--- config.mk ---
export PLATFORM = sky130hd
export DESIGN_NAME = seq_add64_ctrl
export DESIGN_NICKNAME = d
export VERILOG_FILES = /design/src/rtl/seq_add64_ctrl.sv
export SDC_FILE = /design/constraint.sdc
export NUM_CORES = 1
export LEC_CHECK = 0
export BUFFER_PORTS_ARGS = -buffer_cell sky130_fd_sc_hd__buf_2
export CAP_MARGIN = 20
export CORE_MARGIN = 4
export CORE_UTILIZATION = 55
export DETAILED_ROUTE_END_ITERATION = 12
export PLACE_DENSITY = 0.85
export SYNTH_ARGS = -nofsm -noshare
export SYNTH_HDL_FRONTEND = slang
export SYNTH_SLANG_ARGS = --single-unit
--- constraint.sdc ---
create_clock -name clk -period 6.7 [get_ports clk]
set_input_delay 1.005 -clock clk [delete_from_list [all_inputs] [get_ports clk]]
set_output_delay 1.005 -clock clk [all_outputs]
set_load 0.05 [all_outputs]
--- src/rtl/seq_add64_ctrl.sv ---
// rtl/seq_add64_ctrl.sv - slice-serial W-bit adder reusing one SLICE_W-bit ripple-carry slice
module seq_add64_ctrl #(
  parameter int SLICE_W  = 8,
  parameter int N_SLICES = 8
) (
  input  logic                        clk,
  input  logic                        rst_n,
  input  logic                        start,
  input  logic [SLICE_W*N_SLICES-1:0] a,
  input  logic [SLICE_W*N_SLICES-1:0] b,
  input  logic                        cin,
  output logic                        busy,
  output logic                        done,
  output logic [SLICE_W*N_SLICES-1:0] sum,
  output logic                        cout,
  output logic                        overflow
);

  localparam int W     = SLICE_W * N_SLICES;
  localparam int CNT_W = (N_SLICES > 1) ? $clog2(N_SLICES) : 1;
  localparam logic [CNT_W-1:0] LAST = CNT_W'(N_SLICES - 1);

  typedef enum logic [1:0] {IDLE, RUN, DONE} state_t;

  state_t             state;
  logic [W-1:0]       la;
  logic [W-1:0]       lb;
  logic [CNT_W-1:0]   cnt;
  logic               c;

  int                 base;
  logic [SLICE_W-1:0] sa;
  logic [SLICE_W-1:0] sb;
  logic [SLICE_W-1:0] ss;
  logic [SLICE_W:0]   ch;

  // Shared slice adder: selects slice cnt of the latched operands and ripples the carry bit by bit
  always_comb begin
    base  = int'(cnt) * SLICE_W;
    sa    = la[base +: SLICE_W];
    sb    = lb[base +: SLICE_W];
    ss    = '0;
    ch    = '0;
    ch[0] = c;
    for (int i = 0; i < SLICE_W; i++) begin
      ss[i]   = sa[i] ^ sb[i] ^ ch[i];
      ch[i+1] = (sa[i] & sb[i]) | (ch[i] & (sa[i] ^ sb[i]));
    end
  end

  // Control FSM and result registers; reset wins over start and over RUN progress
  always_ff @(posedge clk) begin
    if (!rst_n) begin
      state    <= IDLE;
      la       <= '0;
      lb       <= '0;
      cnt      <= '0;
      c        <= 1'b0;
      busy     <= 1'b0;
      done     <= 1'b0;
      sum      <= '0;
      cout     <= 1'b0;
      overflow <= 1'b0;
    end else begin
      case (state)
        IDLE, DONE: begin
          done <= 1'b0;
          if (start) begin
            la    <= a;
            lb    <= b;
            c     <= cin;
            cnt   <= '0;
            busy  <= 1'b1;
            state <= RUN;
          end else begin
            state <= IDLE;
          end
        end
        RUN: begin
          sum[base +: SLICE_W] <= ss;
          c                    <= ch[SLICE_W];
          if (cnt == LAST) begin
            cnt      <= '0;
            state    <= DONE;
            busy     <= 1'b0;
            done     <= 1'b1;
            cout     <= ch[SLICE_W];
            // Signed overflow: carry into the sign bit differs from carry out of it
            overflow <= ch[SLICE_W-1] ^ ch[SLICE_W];
          end else begin
            cnt <= cnt + 1'b1;
          end
        end
        default: begin
          state <= IDLE;
          busy  <= 1'b0;
          done  <= 1'b0;
        end
      endcase
    end
  end

endmodule

# ---- Word-level counts from Yosys, hierarchy flattened
# Cells that the tools add are included.
dict set report classes {
  reduce_logical 8
  n_shift 4
  bitwise_logic 41
  addsub 2
  muxes 12
  n_eq_ne 5
}
# op n
set op_table {}
lappend op_table {{variable part select 64 x 7 -> 8 bit} 2}
lappend op_table {{bitwise mux 64 bit} 1}
lappend op_table {{variable shift 8 x 33 -> 64 bit (first input constant)} 1}
lappend op_table {{variable part select 8 x 33 -> 64 bit} 1}
lappend op_table {{negator 6 -> 33 bit} 1}
lappend op_table {{XOR 1 bit} 17}
lappend op_table {{bitwise AND 1 bit} 16}
lappend op_table {{AND reduction 2 bit} 5}
lappend op_table {{OR 1 bit} 8}
lappend op_table {{2-to-1 mux 3 bit} 2}
lappend op_table {{case mux 3 bit (2 select lines)} 1}
lappend op_table {{2-to-1 mux 1 bit} 4}
lappend op_table {{!= test 2 bit (second input constant)} 2}
lappend op_table {{case mux 1 bit (2 select lines)} 2}
lappend op_table {{case mux 2 bit (2 select lines)} 1}
lappend op_table {{adder 3 x 1 -> 3 bit (second input constant)} 1}
lappend op_table {{== test 3 bit (second input constant)} 1}
lappend op_table {{== test 2 x 1 -> 1 bit (second input constant)} 1}
lappend op_table {{== test 2 bit (second input constant)} 1}
lappend op_table {{logical NOT 2 bit} 1}
lappend op_table {{2-to-1 mux 2 bit} 1}
lappend op_table {{nonzero test 2 bit} 1}
lappend op_table {{OR reduction 2 bit} 1}
dict set report word_totals {
  output_inout_bits 68
  register_bits 202
  input_bits 132
}

# ---- Longest topological paths before layout
dict set report logic_depth {
  word_depth 19
  ltp_mapped 18
  ltp_nobuf 16
}

# ---- Worst setup path before layout
# Ideal clock, no wire load.
dict set report synth_timing {
  path_type {register -> register}
  start {register cnt[0]}
  end {register sum[55]}
  synth_period_minus_slack_ns 4.590
  stages_incl_launch_ff 18
  required_time_ns 6.576
  arrival_ns 4.466
  setup_slack_ns 2.110
  path_cell_list {dfxtp_1 buf_2 buf_4 mux4_2 mux2i_1 fa_1 fa_1 fa_1 fa_1 fa_1 inv_1 fa_1 inv_1 fa_1 inv_1 fa_1 nand3_1 mux2i_1}
}
dict set report synth_between {
  elab_chain_cells 19
  word_cells_on_any_way 43
  cone_classes {add/sub: 1; shift: 4; mux: 1; bitwise: 37}
}
# element line
set synth_rtl {}
lappend synth_rtl {{from (decl)} 28} ;# logic [CNT_W-1:0] cnt;
lappend synth_rtl {{from (signal assigned)} 91} ;# cnt <= cnt + 1'b1;
lappend synth_rtl {{variable part select 64 x 7 -> 8 bit (on tied branches)} {40, 41}}
lappend synth_rtl {{XOR 1 bit} {46, 47}}
lappend synth_rtl {{bitwise AND 1 bit} 47} ;# ch[i+1] = (sa[i] & sb[i]) | (ch[i] & (sa[i] ^ sb[i]));
lappend synth_rtl {{OR 1 bit} 47}
lappend synth_rtl {{bitwise AND 1 bit} 47}
lappend synth_rtl {{OR 1 bit} 47}
lappend synth_rtl {{bitwise AND 1 bit} 47}
lappend synth_rtl {{OR 1 bit} 47}
lappend synth_rtl {{[3 not listed]} n/a}
lappend synth_rtl {{OR 1 bit} 47}
lappend synth_rtl {{bitwise AND 1 bit} 47}
lappend synth_rtl {{OR 1 bit} 47}
lappend synth_rtl {{bitwise AND 1 bit} 47}
lappend synth_rtl {{OR 1 bit} 47}
lappend synth_rtl {{XOR 1 bit} 46} ;# ss[i] = sa[i] ^ sb[i] ^ ch[i];
lappend synth_rtl {{variable part select 8 x 33 -> 64 bit} 80} ;# sum[base +: SLICE_W] <= ss;
lappend synth_rtl {{bitwise mux 64 bit (*)} 80}
lappend synth_rtl {{to (signal, indexed assignment)} 80}
lappend synth_rtl {{to (decl)} 14} ;# output logic [SLICE_W*N_SLICES-1:0] sum,
# Every way passes the cells marked *; elsewhere a longest branch is shown, timed or not.
# A chain may end at the register's enable or synchronous reset.

# ---- Worst setup path in the final report
dict set report layout_timing {
  start {register cnt[1]}
  end {register sum[15]}
}
# The elaborated chain is that of the path after synthesis.

==> run_summary.xml <==
<?xml version="1.0" encoding="UTF-8"?>
<metrics>
  <group name="floorplanning">
    <metric name="die-height" unit="um">135.1</metric>
    <metric name="placementRows" unit="">46</metric>
    <metric name="core_area" unit="sq um">15830</metric>
    <metric name="die_area" unit="sq um">18250</metric>
    <metric name="top_level_ports" unit="">200</metric>
    <metric name="initial_utilization" unit="">0.5612</metric>
    <metric name="floorplan.die.width" unit="um">135.1</metric>
  </group>
  <group name="routing">
    <metric name="totalWireLength" unit="um">22290</metric>
    <metric name="drt.antenna.violating_nets" unit="">0</metric>
    <metric name="detailedRoute.firstIterationViolations" unit="">507</metric>
    <metric name="average_wire_per_cell_in_the_routed_design" unit="um">16.61</metric>
    <metric name="via_count" unit="">7177</metric>
    <metric name="number_of_remaining_drc_errors" unit="">0</metric>
    <metric name="drt_first_pass_iters" unit="">5</metric>
    <metric name="routed_via_density" unit="">5.348</metric>
  </group>
  <group name="clock_tree">
    <metric name="post_cts_hold_buffer_count" unit="">0</metric>
    <metric name="max-clock-path-buffers" unit="">3</metric>
    <metric name="cts.clk_slew.worst_paths" unit="ns">0.06</metric>
    <metric name="deepest_level_of_the_cts_h_tree" unit="">1</metric>
    <metric name="post-cts-setup-buffer-count" unit="">0</metric>
    <metric name="cts_resized" unit="">0</metric>
    <metric name="cts_root_buf" unit="">clkbuf_16</metric>
    <metric name="cts_tree" unit="">built</metric>
    <metric name="tritoncts_num_sinks" unit="">202</metric>
    <metric name="cts_made_buffers" unit="">20</metric>
    <metric name="clk-insertion-delay-late" unit="ns">0.49</metric>
  </group>
  <group name="logic_synthesis">
    <metric name="synth_xor_xnor_area_share" unit="">0.0009861</metric>
    <metric name="yosys_warnings" unit="">0</metric>
    <metric name="synth_most_common_cell" unit="">nand2_1</metric>
    <metric name="synthDominantCellAreaShare" unit="">0.4553</metric>
    <metric name="synth.yosys.seq_area_share" unit="">0.4553</metric>
    <metric name="netlist.top_cell.by_area" unit="">dfxtp_1</metric>
    <metric name="synth_flop_cell" unit="">dfxtp_1</metric>
    <metric name="synth_top_cells_by_count" unit="">nand2_1 (357), dfxtp_1 (202), a21boi_0 (131)</metric>
    <metric name="post_synth_inst_count" unit="">962</metric>
    <metric name="synth.cell_area" unit="sq um">8882</metric>
    <metric name="synthesis.nets" unit="">1109</metric>
    <metric name="ys_seq_elements" unit="">202</metric>
    <metric name="synth_simple_gate_area_share" unit="">0.1855</metric>
    <metric name="synth.avg_cell_area" unit="sq um">9.233</metric>
    <metric name="main_combinational_cell_family_by_area_after_synthesis" unit="">simple AND/OR/NAND/NOR gates</metric>
    <metric name="synth_async_sr_flop_share" unit="">0</metric>
    <metric name="synth_mux_area_frac" unit="">0.1679</metric>
    <metric name="synth.top_cells.by_area" unit="">dfxtp_1 (46%), nand2_1 (15%), a21boi_0 (11%)</metric>
    <metric name="number_of_synthesized_flops_with_an_enable_pin" unit="">0</metric>
    <metric name="yosys.cell_types.count" unit="">35</metric>
    <metric name="post_synth_fa_ha_maj_area_fraction" unit="">0.02789</metric>
    <metric name="synth_compound_gate_area_share" unit="">0.1176</metric>
  </group>
  <group name="critical_path">
    <metric name="critical_path_slowest_stage_cell" unit="">dfxtp_2</metric>
    <metric name="worstSetupStartpointType" unit="">register</metric>
    <metric name="timing.critical_path.mode_cell" unit="">fa_1</metric>
    <metric name="path_class" unit="">reg2reg</metric>
    <metric name="timing.critical_path.fanout_max" unit="">38</metric>
    <metric name="critical_path.max_stage_delay" unit="ns">0.96</metric>
    <metric name="critical_path.endpoint_type" unit="">register</metric>
    <metric name="timing.critical_path.cells" unit="">mux4_2 &gt; mux2i_1 &gt; fa_1 &gt; fa_1 &gt; fa_1 &gt; fa_1 &gt; fa_1 &gt; inv_1 &gt; fa_1 &gt; inv_1 &gt; fa_1 &gt; inv_1 &gt; fa_1 &gt; nand3_1 &gt; mux2i_1</metric>
    <metric name="worstPathRequired" unit="ns">7.05</metric>
    <metric name="cp.arrival" unit="ns">5.48</metric>
    <metric name="timing.reg2reg.worst_path_depth" unit="">15</metric>
  </group>
  <group name="placement">
    <metric name="gp_routability_congestion" unit="">0.8007</metric>
    <metric name="numPortBuffers" unit="">199</metric>
    <metric name="place.detailed.hpwl" unit="um">15850</metric>
  </group>
  <group name="sta">
    <metric name="achievable-frequency" unit="MHz">194.7</metric>
    <metric name="max_slew_margin" unit="">0.3408</metric>
    <metric name="hold_worst_slack" unit="ns">0.4540</metric>
    <metric name="final_hold_viol_count" unit="">0</metric>
    <metric name="finalSetupViolations" unit="">0</metric>
    <metric name="worst-slew-pin-transition" unit="ns">0.9867</metric>
    <metric name="final.setup_skew" unit="ns">0.01945</metric>
    <metric name="min_tclk_post_route" unit="ns">5.136</metric>
    <metric name="final-max-slew-violation-count" unit="">0</metric>
    <metric name="period_share" unit="">0.7666</metric>
    <metric name="grt_setup_unrepaired" unit="">no</metric>
    <metric name="final.setup.tns" unit="ns">0</metric>
  </group>
  <group name="global_route">
    <metric name="grt_antenna_before_repair" unit="">0</metric>
    <metric name="first_global_vias" unit="">6968</metric>
    <metric name="grt_pass1_wl" unit="um">35000</metric>
    <metric name="pin_count_of_the_biggest_net_entering_global_routing" unit="">99</metric>
    <metric name="grt_usage" unit="">0.2369</metric>
    <metric name="globalRouteOverflowTotal" unit="">0</metric>
  </group>
  <group name="power">
    <metric name="power.static_leakage" unit="nW">4.446</metric>
    <metric name="ir_worst_vdd" unit="uV">155.0</metric>
    <metric name="power.density_cell_area" unit="nW/um^2">252.1</metric>
  </group>
  <group name="final_layout">
    <metric name="drive_gt1_frac" unit="">0.2433</metric>
    <metric name="finalNetCount" unit="">1260</metric>
    <metric name="diodes" unit="">0</metric>
    <metric name="finalCoreUtilization" unit="">0.6651</metric>
    <metric name="area_growth_syn_to_layout" unit="%">18.51</metric>
  </group>
  <group name="hold_path">
    <metric name="hold_path.class" unit="">reg2reg</metric>
    <metric name="holdPathStages" unit="">2</metric>
  </group>
  <group name="flow_run">
    <metric name="cap_violations" unit="">0</metric>
  </group>
  <group name="status">
    <metric name="outcome" unit="">finished clean</metric>
  </group>
</metrics>
==> report_power, final <==
group / switching [mW] / leakage, nW / internal [mW]
combinational: 0.163 / 2.50 / 0.124
sequential: 0.0374 / 1.65 / 1.25
clock: 0.450 / 0.301 / 0.626
total: 0.651 / 4.45 / 2.00
==> layout make-up <==
type                            instances  area [sq um]
Tap cell                              216         270.3
Fill cell                            1249          5301
Clock buffer                           30         569.3
Clock inverter                          5         52.55
Sequential cell                       202          4046
Multi-Input combinational cell        669          4468
Timing Repair Buffer                  207          1071
Inverter                               13         48.80
==> flip-flops by register name, summed over array words and instances (netlist names) <==
register / count
busy: 1
c: 1
cnt: 3
cout: 1
done: 1
la: 64
lb: 64
overflow: 1
state: 2
sum: 64
==> worst paths after layout <==
path | end | start | slack (ns)
max | sum[15] | cnt[1] | 1.56
min | sum[24] | sum[24] | 0.45
max reg2reg | sum[15] | cnt[1] | 1.56
min reg2reg | sum[24] | sum[24] | 0.45
==> per-stage QoR <==
step	worst slack (ns)	std cells	total power, mW	cell area, sq um
floorplan	2.110	962	1.501	8882
global placement	1.820	1306	1.592	9884
detailed placement	1.705	1306	1.599	9884
CTS	1.634	1341	2.661	10510
global route	1.358	1342	2.752	10530
finish	1.564	1342	2.654	10530
==> logic make-up (layout without fill, tap and decap cells) <==
logic type                 count (synthesis)  in the layout
AOI/OAI and AO/OA                        139            139
xor gates and xnor gates                   1              1
adders and majority gates                 15             15
buffers and inverters                     91            255
DFF                                      202            202
muxes                                    109            109
and+or+nand+nor                          405            405
==> cells in the final DEF (no fill, tap or decap), types with 8 or more instances in the layout <==
cell,Yosys,routed
buf_4,2,8
clkbuf_1,42,8
nand3_1,8,8
mux2i_1,77,77
nand2_1,357,357
buf_2,26,198
inv_1,12,12
clkbuf_16,0,21
a21boi_0,131,131
mux4_2,32,32
fa_1,8,8
dfxtp_1,202,200
==> critical path, delay by kind of cell (launching register included) <==
family / cells / cell delay (ns)
fa+ha+maj: 8 / 3.09
buf+inv: 3 / 0.21
flops: 1 / 0.96
mux: 3 / 0.58
simple gates: 1 / 0.14
==> layer usage <==
layer | part of all wire | GRT usage | vias to the layer above
li1 | - | - | 3493
met1 | 0.43 | 0.3232 | 3380
met2 | 0.47 | 0.3952 | 256
met3 | 0.073 | 0.03428 | 48
met4 | 0.026 | 0.06775 | 0
met5 | 0 | 0 | -
No activity file was read; power rests on OpenSTA's default activity.
